[src/rtl/div_req_sequencer_pkg.sv]
// Shared types and constants for the divider request sequencer: FSM states,
// result flags and the quotient reported on divide-by-zero.
package div_req_sequencer_pkg;

    typedef enum logic [1:0] {
        ST_IDLE  = 2'd0,
        ST_ISSUE = 2'd1,
        ST_WAIT  = 2'd2
    } state_t;

    typedef struct packed {
        logic dbz;
        logic timeout;
    } res_flags_t;

    localparam res_flags_t FLAGS_OK      = '{dbz: 1'b0, timeout: 1'b0};
    localparam res_flags_t FLAGS_DBZ     = '{dbz: 1'b1, timeout: 1'b0};
    localparam res_flags_t FLAGS_TIMEOUT = '{dbz: 1'b0, timeout: 1'b1};

    // Wide all-ones source; users take the low WIDTH bits as the DBZ quotient.
    localparam int                   MAX_WIDTH    = 64;
    localparam logic [MAX_WIDTH-1:0] DBZ_QUOTIENT = '1;

endpackage

[src/rtl/div_req_fifo.sv]
// Parameterised synchronous FIFO with occupancy output; pushes when full and
// pops when empty are ignored.
module div_req_fifo #(
    parameter  int DATA_W = 20,
    parameter  int DEPTH  = 4,
    localparam int PTR_W  = $clog2(DEPTH),
    localparam int LVL_W  = PTR_W + 1
) (
    input  logic              clk,
    input  logic              rst_n,
    input  logic              push,
    input  logic [DATA_W-1:0] push_data,
    input  logic              pop,
    output logic [DATA_W-1:0] pop_data,
    output logic              full,
    output logic              empty,
    output logic [LVL_W-1:0]  level
);

    logic [DATA_W-1:0] mem [DEPTH];
    logic [PTR_W-1:0]  wr_ptr;
    logic [PTR_W-1:0]  rd_ptr;
    logic              do_push;
    logic              do_pop;

    assign full     = (level == LVL_W'(DEPTH));
    assign empty    = (level == '0);
    assign do_push  = push && !full;
    assign do_pop   = pop && !empty;
    assign pop_data = mem[rd_ptr];

    // Pointers wrap naturally because DEPTH is a power of two.
    always_ff @(posedge clk or negedge rst_n) begin
        if (!rst_n) begin
            wr_ptr <= '0;
            rd_ptr <= '0;
            level  <= '0;
        end else begin
            if (do_push) wr_ptr <= wr_ptr + PTR_W'(1);
            if (do_pop)  rd_ptr <= rd_ptr + PTR_W'(1);
            case ({do_push, do_pop})
                2'b10:   level <= level + LVL_W'(1);
                2'b01:   level <= level - LVL_W'(1);
                default: level <= level;
            endcase
        end
    end

    // NOTE: storage has no reset; the level counter alone defines which entries are valid.
    always_ff @(posedge clk) begin
        if (do_push) mem[wr_ptr] <= push_data;
    end

endmodule

[src/rtl/div_req_sequencer.sv]
// Feeds buffered operand pairs to an iterative divider one at a time, handles
// divide-by-zero locally and aborts a divider that never answers.
module div_req_sequencer
    import div_req_sequencer_pkg::*;
#(
    parameter  int WIDTH   = 8,
    parameter  int TAG_W   = 4,
    parameter  int DEPTH   = 4,
    parameter  int TIMEOUT = 64,
    localparam int LVL_W   = $clog2(DEPTH) + 1
) (
    input  logic              clk,
    input  logic              rst_n,
    input  logic              s_valid,
    output logic              s_ready,
    input  logic [WIDTH-1:0]  s_dividend,
    input  logic [WIDTH-1:0]  s_divisor,
    input  logic [TAG_W-1:0]  s_tag,
    output logic [WIDTH-1:0]  div_dividend,
    output logic [WIDTH-1:0]  div_divider,
    output logic              div_wr_valid,
    input  logic [WIDTH-1:0]  div_quotient,
    input  logic [WIDTH-1:0]  div_remainder,
    input  logic              div_rd_valid,
    output logic              m_valid,
    input  logic              m_ready,
    output logic [WIDTH-1:0]  m_quotient,
    output logic [WIDTH-1:0]  m_remainder,
    output logic [TAG_W-1:0]  m_tag,
    output logic              m_dbz,
    output logic              m_timeout,
    output logic              busy,
    output logic [LVL_W-1:0]  fifo_level
);

    localparam int REQ_W = 2 * WIDTH + TAG_W;
    localparam int WD_W  = $clog2(TIMEOUT);

    state_t            state;
    state_t            state_nxt;
    logic [REQ_W-1:0]  head;
    logic [WIDTH-1:0]  head_dividend;
    logic [WIDTH-1:0]  head_divisor;
    logic [TAG_W-1:0]  head_tag;
    logic              fifo_full;
    logic              fifo_empty;
    logic              fifo_pop;
    logic              head_ok;
    logic              load_op;
    logic              load_dbz;
    logic              rsp_ok;
    logic              rsp_to;
    logic [WD_W-1:0]   wd_cnt;
    logic              wd_expired;
    logic [TAG_W-1:0]  op_tag;
    res_flags_t        m_flags;

    div_req_fifo #(
        .DATA_W (REQ_W),
        .DEPTH  (DEPTH)
    ) u_fifo (
        .clk       (clk),
        .rst_n     (rst_n),
        .push      (s_valid),
        .push_data ({s_dividend, s_divisor, s_tag}),
        .pop       (fifo_pop),
        .pop_data  (head),
        .full      (fifo_full),
        .empty     (fifo_empty),
        .level     (fifo_level)
    );

    assign s_ready = !fifo_full;
    assign {head_dividend, head_divisor, head_tag} = head;

    // The head may only leave the FIFO when its result has somewhere to go.
    assign head_ok    = !fifo_empty && (!m_valid || m_ready);
    assign wd_expired = (wd_cnt == WD_W'(TIMEOUT - 1));

    // NOTE: sequential state uses non-blocking assignments so every flop samples pre-edge values.
    always_ff @(posedge clk or negedge rst_n) begin
        if (!rst_n) state <= ST_IDLE;
        else        state <= state_nxt;
    end

    always_comb begin
        // NOTE: default assignment first so no path leaves state_nxt unassigned (no latch).
        state_nxt = state;
        case (state)
            ST_IDLE:  if (head_ok && head_divisor != '0) state_nxt = ST_ISSUE;
            ST_ISSUE: state_nxt = ST_WAIT;
            ST_WAIT:  if (div_rd_valid || wd_expired)    state_nxt = ST_IDLE;
            default:  state_nxt = ST_IDLE;
        endcase
    end

    always_comb begin
        div_wr_valid = (state == ST_ISSUE);
        busy         = (state != ST_IDLE);
        fifo_pop     = (state == ST_IDLE) && head_ok;
        load_op      = fifo_pop && (head_divisor != '0);
        load_dbz     = fifo_pop && (head_divisor == '0);
        rsp_ok       = (state == ST_WAIT) && div_rd_valid;
        rsp_to       = (state == ST_WAIT) && !div_rd_valid && wd_expired;
    end

    always_ff @(posedge clk or negedge rst_n) begin
        if (!rst_n) begin
            wd_cnt <= '0;
        end else if (state == ST_ISSUE) begin
            wd_cnt <= '0;
        end else if (state == ST_WAIT && !div_rd_valid && !wd_expired) begin
            wd_cnt <= wd_cnt + WD_W'(1);
        end
    end

    // Operands stay frozen from ISSUE through WAIT; they change only on the next pop.
    always_ff @(posedge clk or negedge rst_n) begin
        if (!rst_n) begin
            div_dividend <= '0;
            div_divider  <= '0;
            op_tag       <= '0;
        end else if (load_op) begin
            div_dividend <= head_dividend;
            div_divider  <= head_divisor;
            op_tag       <= head_tag;
        end
    end

    always_ff @(posedge clk or negedge rst_n) begin
        if (!rst_n) begin
            m_valid     <= 1'b0;
            m_quotient  <= '0;
            m_remainder <= '0;
            m_tag       <= '0;
            m_flags     <= FLAGS_OK;
        end else if (rsp_ok) begin
            m_valid     <= 1'b1;
            m_quotient  <= div_quotient;
            m_remainder <= div_remainder;
            m_tag       <= op_tag;
            m_flags     <= FLAGS_OK;
        end else if (rsp_to) begin
            m_valid     <= 1'b1;
            m_quotient  <= '0;
            m_remainder <= '0;
            m_tag       <= op_tag;
            m_flags     <= FLAGS_TIMEOUT;
        end else if (load_dbz) begin
            m_valid     <= 1'b1;
            m_quotient  <= DBZ_QUOTIENT[WIDTH-1:0];
            m_remainder <= head_dividend;
            m_tag       <= head_tag;
            m_flags     <= FLAGS_DBZ;
        end else if (m_valid && m_ready) begin
            m_valid     <= 1'b0;
        end
    end

    assign m_dbz     = m_flags.dbz;
    assign m_timeout = m_flags.timeout;

endmodule

[config.mk]
export PLATFORM = sky130hd
export DESIGN_NAME = div_req_sequencer
export DESIGN_NICKNAME = d
export VERILOG_FILES = /design/src/rtl/div_req_sequencer_pkg.sv /design/src/rtl/div_req_fifo.sv /design/src/rtl/div_req_sequencer.sv
export SDC_FILE = /design/constraint.sdc
export NUM_CORES = 1
export LEC_CHECK = 0
export CAP_MARGIN = 10
export CORE_ASPECT_RATIO = 1.5
export CORE_MARGIN = 2
export CORE_UTILIZATION = 57
export CTS_CLUSTER_SIZE = 14
export DETAILED_ROUTE_END_ITERATION = 8
export DONT_BUFFER_PORTS = 1
export PLACE_DENSITY_LB_ADDON = 0.12
export SLEW_MARGIN = 20
export SYNTH_ARGS = -nofsm -noshare
export SYNTH_HDL_FRONTEND = slang
export SYNTH_SLANG_ARGS = --single-unit
[constraint.sdc]
create_clock -name clk -period 2.5 [get_ports clk]
set_clock_uncertainty 0.05 [all_clocks]
set_input_delay 0.125 -clock clk [delete_from_list [all_inputs] [get_ports clk]]
set_output_delay 0.125 -clock clk [all_outputs]
set_load 0.05 [all_outputs]
# Word level (Yosys, flattened, before mapping)
# Memories as Yosys holds them, arrays and structs flattened.
# Cells that the tools add are included.
[word_totals] register_bits=58 latch_bits=0 ram_bits=80 mem_bits_ro=0 input_bits=41 out_inout_bits=45 elab_cells=81 n_memories=1
[memory_table] memory="u_fifo.mem" words=4 word_bits=20 read_ports=1 rd_clocked_by_memory_dff=0 write_ports=1 line="div_req_fifo.sv:20" text="logic [DATA_W-1:0] mem [DEPTH];"
[classes] add_sub_neg=5 multipliers=0 div=0 magnitude_cmp=0 n_eq_ne=8 shifts=0 mux=24 n_bitwise=0 reduce_logical=29
[op_table] cell="two-way mux 8 bit" n=6
[op_table] cell="logical AND 1 bit" n=12
[op_table] cell="two-way mux 4 bit" n=3
[op_table] cell="two-way mux 6 bit" n=2
[op_table] cell="two-way mux 2 bit" n=5
[op_table] cell="zero test 8 bit" n=1
[op_table] cell="nonzero test 8 bit" n=1
[op_table] cell="adder 6 x 1 -> 6 bit, second input constant" n=1
[op_table] cell="equality test 6 bit, second input constant" n=1
[op_table] cell="two-way mux 1 bit" n=6
[op_table] cell="one-hot mux 2 bit (3 select lines)" n=1
[op_table] cell="one-hot mux 3 bit (2 select lines)" n=1
[op_table] cell="nonzero test 2 bit" n=3
[op_table] cell="zero test 1 bit" n=5
[op_table] cell="adder 2 x 1 -> 2 bit, second input constant" n=2
[op_table] cell="equality test 2 x 1 -> 1 bit, second input constant" n=2
[op_table] cell="equality test 2 bit, second input constant" n=2
[op_table] cell="!= test 2 bit, second input constant" n=2
[op_table] cell="nonzero test 4 bit" n=1
[op_table] cell="adder 3 x 1 -> 3 bit, second input constant" n=1
[op_table] cell="equality test 3 bit, second input constant" n=1
[op_table] cell="zero test 3 bit" n=1
[op_table] cell="nonzero test 3 bit" n=1
[op_table] cell="subtractor 3 x 1 -> 3 bit, second input constant" n=1
[op_table] cell="3 further kinds" n=4

# Depth between registers and ports, before layout
[depth] depth_word=8 ltp_mapped=9 mapped_depth_nobuf=9

# By module
# A second synthesis with hierarchy kept.
[hier_totals] hier_cells=338 area_unflattened_um2=5555.3
[by_module_without_submodules] mod="div_req_fifo" instances=1 cells_per_inst=142 area_per_inst_um2=3306.9 seq_area_each_um2=2577.5
[by_module_without_submodules] mod="div_req_sequencer" instances=1 cells_per_inst=196 area_per_inst_um2=2248.4 seq_area_each_um2=1276.2

# Worst setup path before layout
# Ideal clock, no wire load.
[synth_path] kind="register -> register" start="register u_fifo.level[0]" end="register u_fifo.level[2]" setup_time_ns=0.145 t_arrival_ns=2.561 slack_ns=-0.256 path_stages_with_launch=10 path_buffers=1 synth_period_minus_slack_ns=2.756 path_cell_list="dfrtp_1 -> or3_1 -> nand3_1 -> inv_1 -> clkbuf_1 -> ha_1 -> fa_1 -> xnor2_1 -> nor2_1 -> xor2_1"
[synth_via] elab_chain_len=7 elab_cells_between_ends=14
[synth_lines] element="from (decl)" line="div_req_fifo.sv:17" text="output logic [LVL_W-1:0] level"
[synth_lines] element="from (signal assigned)" line="div_req_fifo.sv:42" text="2'b10: level <= level + LVL_W'(1);"
[synth_lines] element="from (signal assigned)" line="div_req_fifo.sv:43" text="2'b01: level <= level - LVL_W'(1);"
[synth_lines] element="from (signal assigned)" line="div_req_fifo.sv:44" text="default: level <= level;"
[synth_lines] element="zero test 3 bit *" line="div_req_fifo.sv:27" text="assign empty = (level == '0);"
[synth_lines] element="zero test 1 bit *" line="div_req_fifo.sv:29, div_req_sequencer.sv:77"
[synth_lines] element="logical AND 1 bit" line="div_req_sequencer.sv:77" text="assign head_ok = !fifo_empty && (!m_valid || m_ready);"
[synth_lines] element="logical AND 1 bit" line="div_req_sequencer.sv:100" text="fifo_pop = (state == ST_IDLE) && head_ok;"
[synth_lines] element="logical AND 1 bit *" line="div_req_fifo.sv:29" text="assign do_pop = pop && !empty;"
[synth_lines] element="via u_fifo.do_pop" line="div_req_fifo.sv:24" text="logic do_pop;"
[synth_lines] element="equality test 2 x 1 -> 1 bit or equality test 2 bit (tied branches)" line="div_req_fifo.sv:41" text="case ({do_push, do_pop})"
[synth_lines] element="one-hot mux 3 bit (2 select lines) or nonzero test 2 bit (tied branches)"
# The timed path passes the listed nets; every way through them passes the cells marked *.
# A chain may end at the register's enable or synchronous reset.

# Final worst setup path
[layout_path] start="register u_fifo.rd_ptr[0]" end="register m_tag[1]"
[layout_via] elab_chain_len=4 elab_cells_between_ends=7
[layout_lines] element="from (decl)" line="div_req_fifo.sv:22" text="logic [PTR_W-1:0] rd_ptr;"
[layout_lines] element="from (signal assigned)" line="div_req_fifo.sv:40" text="if (do_pop) rd_ptr <= rd_ptr + PTR_W'(1);"
[layout_lines] element="memory read (4 x 20 bit) *"
[layout_lines] element="zero test 8 bit or two-way mux 4 bit (tied branches)" line="div_req_sequencer.sv:102, div_req_sequencer.sv:149"
[layout_lines] element="logical AND 1 bit or two-way mux 4 bit (tied branches)" line="div_req_sequencer.sv:102, div_req_sequencer.sv:143"
[layout_lines] element="nonzero test 3 bit (no line) or two-way mux 4 bit (tied branches)"
[layout_lines] element="to (signal assigned)" line="div_req_sequencer.sv:141" text="m_tag <= op_tag;"
[layout_lines] element="to (signal assigned)" line="div_req_sequencer.sv:147" text="m_tag <= op_tag;"
[layout_lines] element="to (signal assigned)" line="div_req_sequencer.sv:153" text="m_tag <= head_tag;"
[layout_lines] element="to (decl)" line="div_req_sequencer.sv:29" text="output logic [TAG_W-1:0] m_tag,"
# Mark *: on every way between the ends. The rest lies on a longest branch, timed or not. The select of a mux whose other input is x is not followed.

==> out/metrics.yaml <==
worst_pin_slew_ns: 0.694
report.final.slew_viol_count: 0
synth_edf_count: 80
slew_headroom_pct: 53.6
core_area_um2: 9630
final_cells: 535
grt_util_all_layers_pct: 22.5
cp.required_ns: 2.72
power_density_nw_per_um2: 1440
status: "complete, no violations"
die_w_um: 85.1
dieArea_um2: 10700
place_hpwl_um: 7410
synth_top_area_cell: "edfxtp_1"
ys_warn_count: 0
grt_overflow: 0
holdCritPathClass: "in -> reg"
wl_per_cell_um: 21.1
drtPass1Iterations: 4
routabilityCongestion: 0.766
start_util_pct: 58.4
vias: 3179
synthesis.nets: 392
h-tree-depth: 4
drive_above_1_share_pct: 20.5
synth.area.top_cells: "edfxtp_1 43%, dfrtp_1 26%, mux4_2 7.2%"
finalInstanceArea_um2: 6890
start_kind: "flop"
drc: 0
synthesis.area_um2: 5630
async_flop_share_pct: 42.0
placed_cell_area_um2: 5860
path_delay_family: "simple AND/OR/NAND/NOR gates"
layout_worst_path_cycle_share_pct: 98.3
crit_chain: "buf_12 > mux4_2 > or4_4 > o31ai_1 > a31oi_1"
cap_violations: 0
rsz0062_at_grt: "false"
die_h_um: 126
fin_crit_ns: 2.46
drtIter0Drc: 151
fmax_mhz: 407
grt_max_degree: 59
critPathMaxFanout: 9
n_fill_cell: 639
cts_made_buffers: 17
cts_tree: "built"
critPathMaxStageDelay_ns: 0.66
utilization_pct: 71.5
avgSynthCellArea_um2: 16.4
syn_inst: 344
io_buffer_count: 0
p_leak_nw: 2.53
dp_cells: 461
crit_type: "reg -> reg"
clockBufferDepth: 2
cts_setup_buffers: 0
synth_top_area_share_pct: 42.7
wl_um: 11300
arrival_ns: 2.68
worst_ir_drop_vdd_v: 0.000987
yosysSeqAreaShare_pct: 68.5
setup_violations: 0
path_buf_inv: 1
r2r_setup_slack_ns: 0.04
syn2layout_area_growth_pct: 22.4
grt_pass1_wl_um: 18000
ioPinCount: 86
cts_sinks: 138
antennaDiodeCount: 0
clock_latency_ns: 0.41
cp_slowest_cell: "or4_4"
fin_nets: 455
grt_pass1_vias: 3332
ys_types: 45
endpoint_kind: "flop"
root_buffer: "clkbuf_16"
clk_pin_slew_ns: 0.06
antenna_found_initial: 0
ant_nets: 0
rows: 44
synth-seq-cells: 138
viasPerCell: 5.94
synth_ff_type: "edfxtp_1"
finalHoldViolCount: 0
-- cell usage after synthesis (all sizes together), types with 2 or more instances --
master and n:
a21o 2, a21oi 12, a31oi 6, a32oi 8, and2 2, and3 5, buf 7, clkbuf 11
dfrtp 58, edfxtp 80, ha 6, inv 7, mux2 23, mux4 20, nand2 6, nand2b 3
nand3 14, nand4 12, nor2 17, nor3 2, nor4 2, o211ai 8, o21ai 10, o31ai 5
or4 3, xnor2 5, xor2 2
-- report_power, final --
part	internal [mW]	switching (mW)	leakage (nW)	total [mW]
sequential	3.13	1.50	1.40	4.63
combinational	1.25	1.62	0.854	2.87
clock	1.46	0.927	0.278	2.39
-- worst reg2reg max path: cells and delay by family (launching register included) --
| family | cells | cell delay [ns] |
|---|---|---|
| DFF | 1 | 0.42 |
| AOI/OAI and AO/OA | 2 | 0.44 |
| buffers and inverters | 1 | 0.16 |
| and+or+nand+nor | 1 | 0.66 |
| muxes | 1 | 0.61 |
-- what timing repair did --
action | in CTS | in global routing
hold endpoints to repair | 158 | 0
hold buffers | 41 | 0
pin swaps | 0 | 1
endpoints found under the setup margin | 20 | 12
gates cloned | 0 | 1
gates resized for setup | 1 | 3
-- per-layer routing --
metal,global-route usage (%),up-vias,part of all wire (%)
met5,0,-,0
met4,7.66,0,0.66
met3,6.88,6,5.5
met2,38.5,88,55
met1,27.0,1599,38
li1,-,1486,-
-- sequential cells by signal (all words and copies together), names as in the netlist, 2 cells and up --
register,flops
u_fifo.mem,80
div_dividend,8
div_divider,8
m_quotient,8
m_remainder,8
wd_cnt,6
m_tag,4
op_tag,4
u_fifo.level,3
state,2
u_fifo.rd_ptr,2
u_fifo.wr_ptr,2
-- final timing paths --
path / from / to / depth (start not counted)
max in group asynchronous: rst_n / u_fifo.rd_ptr[0]$_DFFE_PN0P_ / 2
worst max-delay path: u_fifo.rd_ptr[0]$_DFFE_PN0P_ / m_tag[1]$_DFFE_PN0P_ / 5
min in group asynchronous: rst_n / m_quotient[7]$_DFFE_PN0P_ / 2
worst min-delay path: div_rd_valid / wd_cnt[3]$_DFFE_PN0P_ / 3
worst max register to register: u_fifo.rd_ptr[0]$_DFFE_PN0P_ / m_tag[1]$_DFFE_PN0P_ / 5
worst min register to register: op_tag[3]$_DFFE_PN0P_ / op_tag[3]$_DFFE_PN0P_ / 1
-- cell families after synthesis --
logic type               after synthesis  synth area share (%)
multiplexers                          44                  12.9
adder cells (fa/ha/maj)                7                  1.69
buffers and inverters                 25                  2.07
flip-flops                           138                  68.5
AND/OR/NAND/NOR                       71                  7.41
XOR/XNOR                               7                  1.09
AO/OA/AOI/OAI                         52                  6.32
-- placed cells by master (no fill, tap or decap), types with 12 or more instances in the layout --
| cell | n |
|---|---|
| edfxtp_1 | 80 |
| nor2_1 | 17 |
| buf_4 | 19 |
| dlygate4sd3_1 | 40 |
| clkbuf_16 | 17 |
| nand3_1 | 12 |
| mux4_2 | 18 |
| dfrtp_1 | 54 |
| mux2_1 | 20 |
| nand4_1 | 12 |
-- metrics by stage --
step	worst slack [ns]	power (mW)	hold WS (ns)	setup TNS, ns
global route	0.00518	10.4	0.108	0
detailed placement	-0.0870	7.42	-0.219	-1.42
floorplan	0.00529	6.64	-0.221	0
CTS	0.0180	9.92	0.0680	0
finish	0.0418	9.89	0.0854	0
global placement	-0.00875	7.31	-0.219	-0.142
-- final cells by class --
cell class / instances / area [µm²] / share of cell area [%]
inverter: 7 / 26.3 / 0.382
clock inverter: 15 / 150 / 2.18
tap: 115 / 144 / 2.09
clock buffer: 17 / 425 / 6.18
timing repair buffer: 61 / 591 / 8.58
sequential: 138 / 3860 / 56.0
multi-input combinational: 182 / 1690 / 24.6
Note: power is estimated with default switching activity, not from simulation.
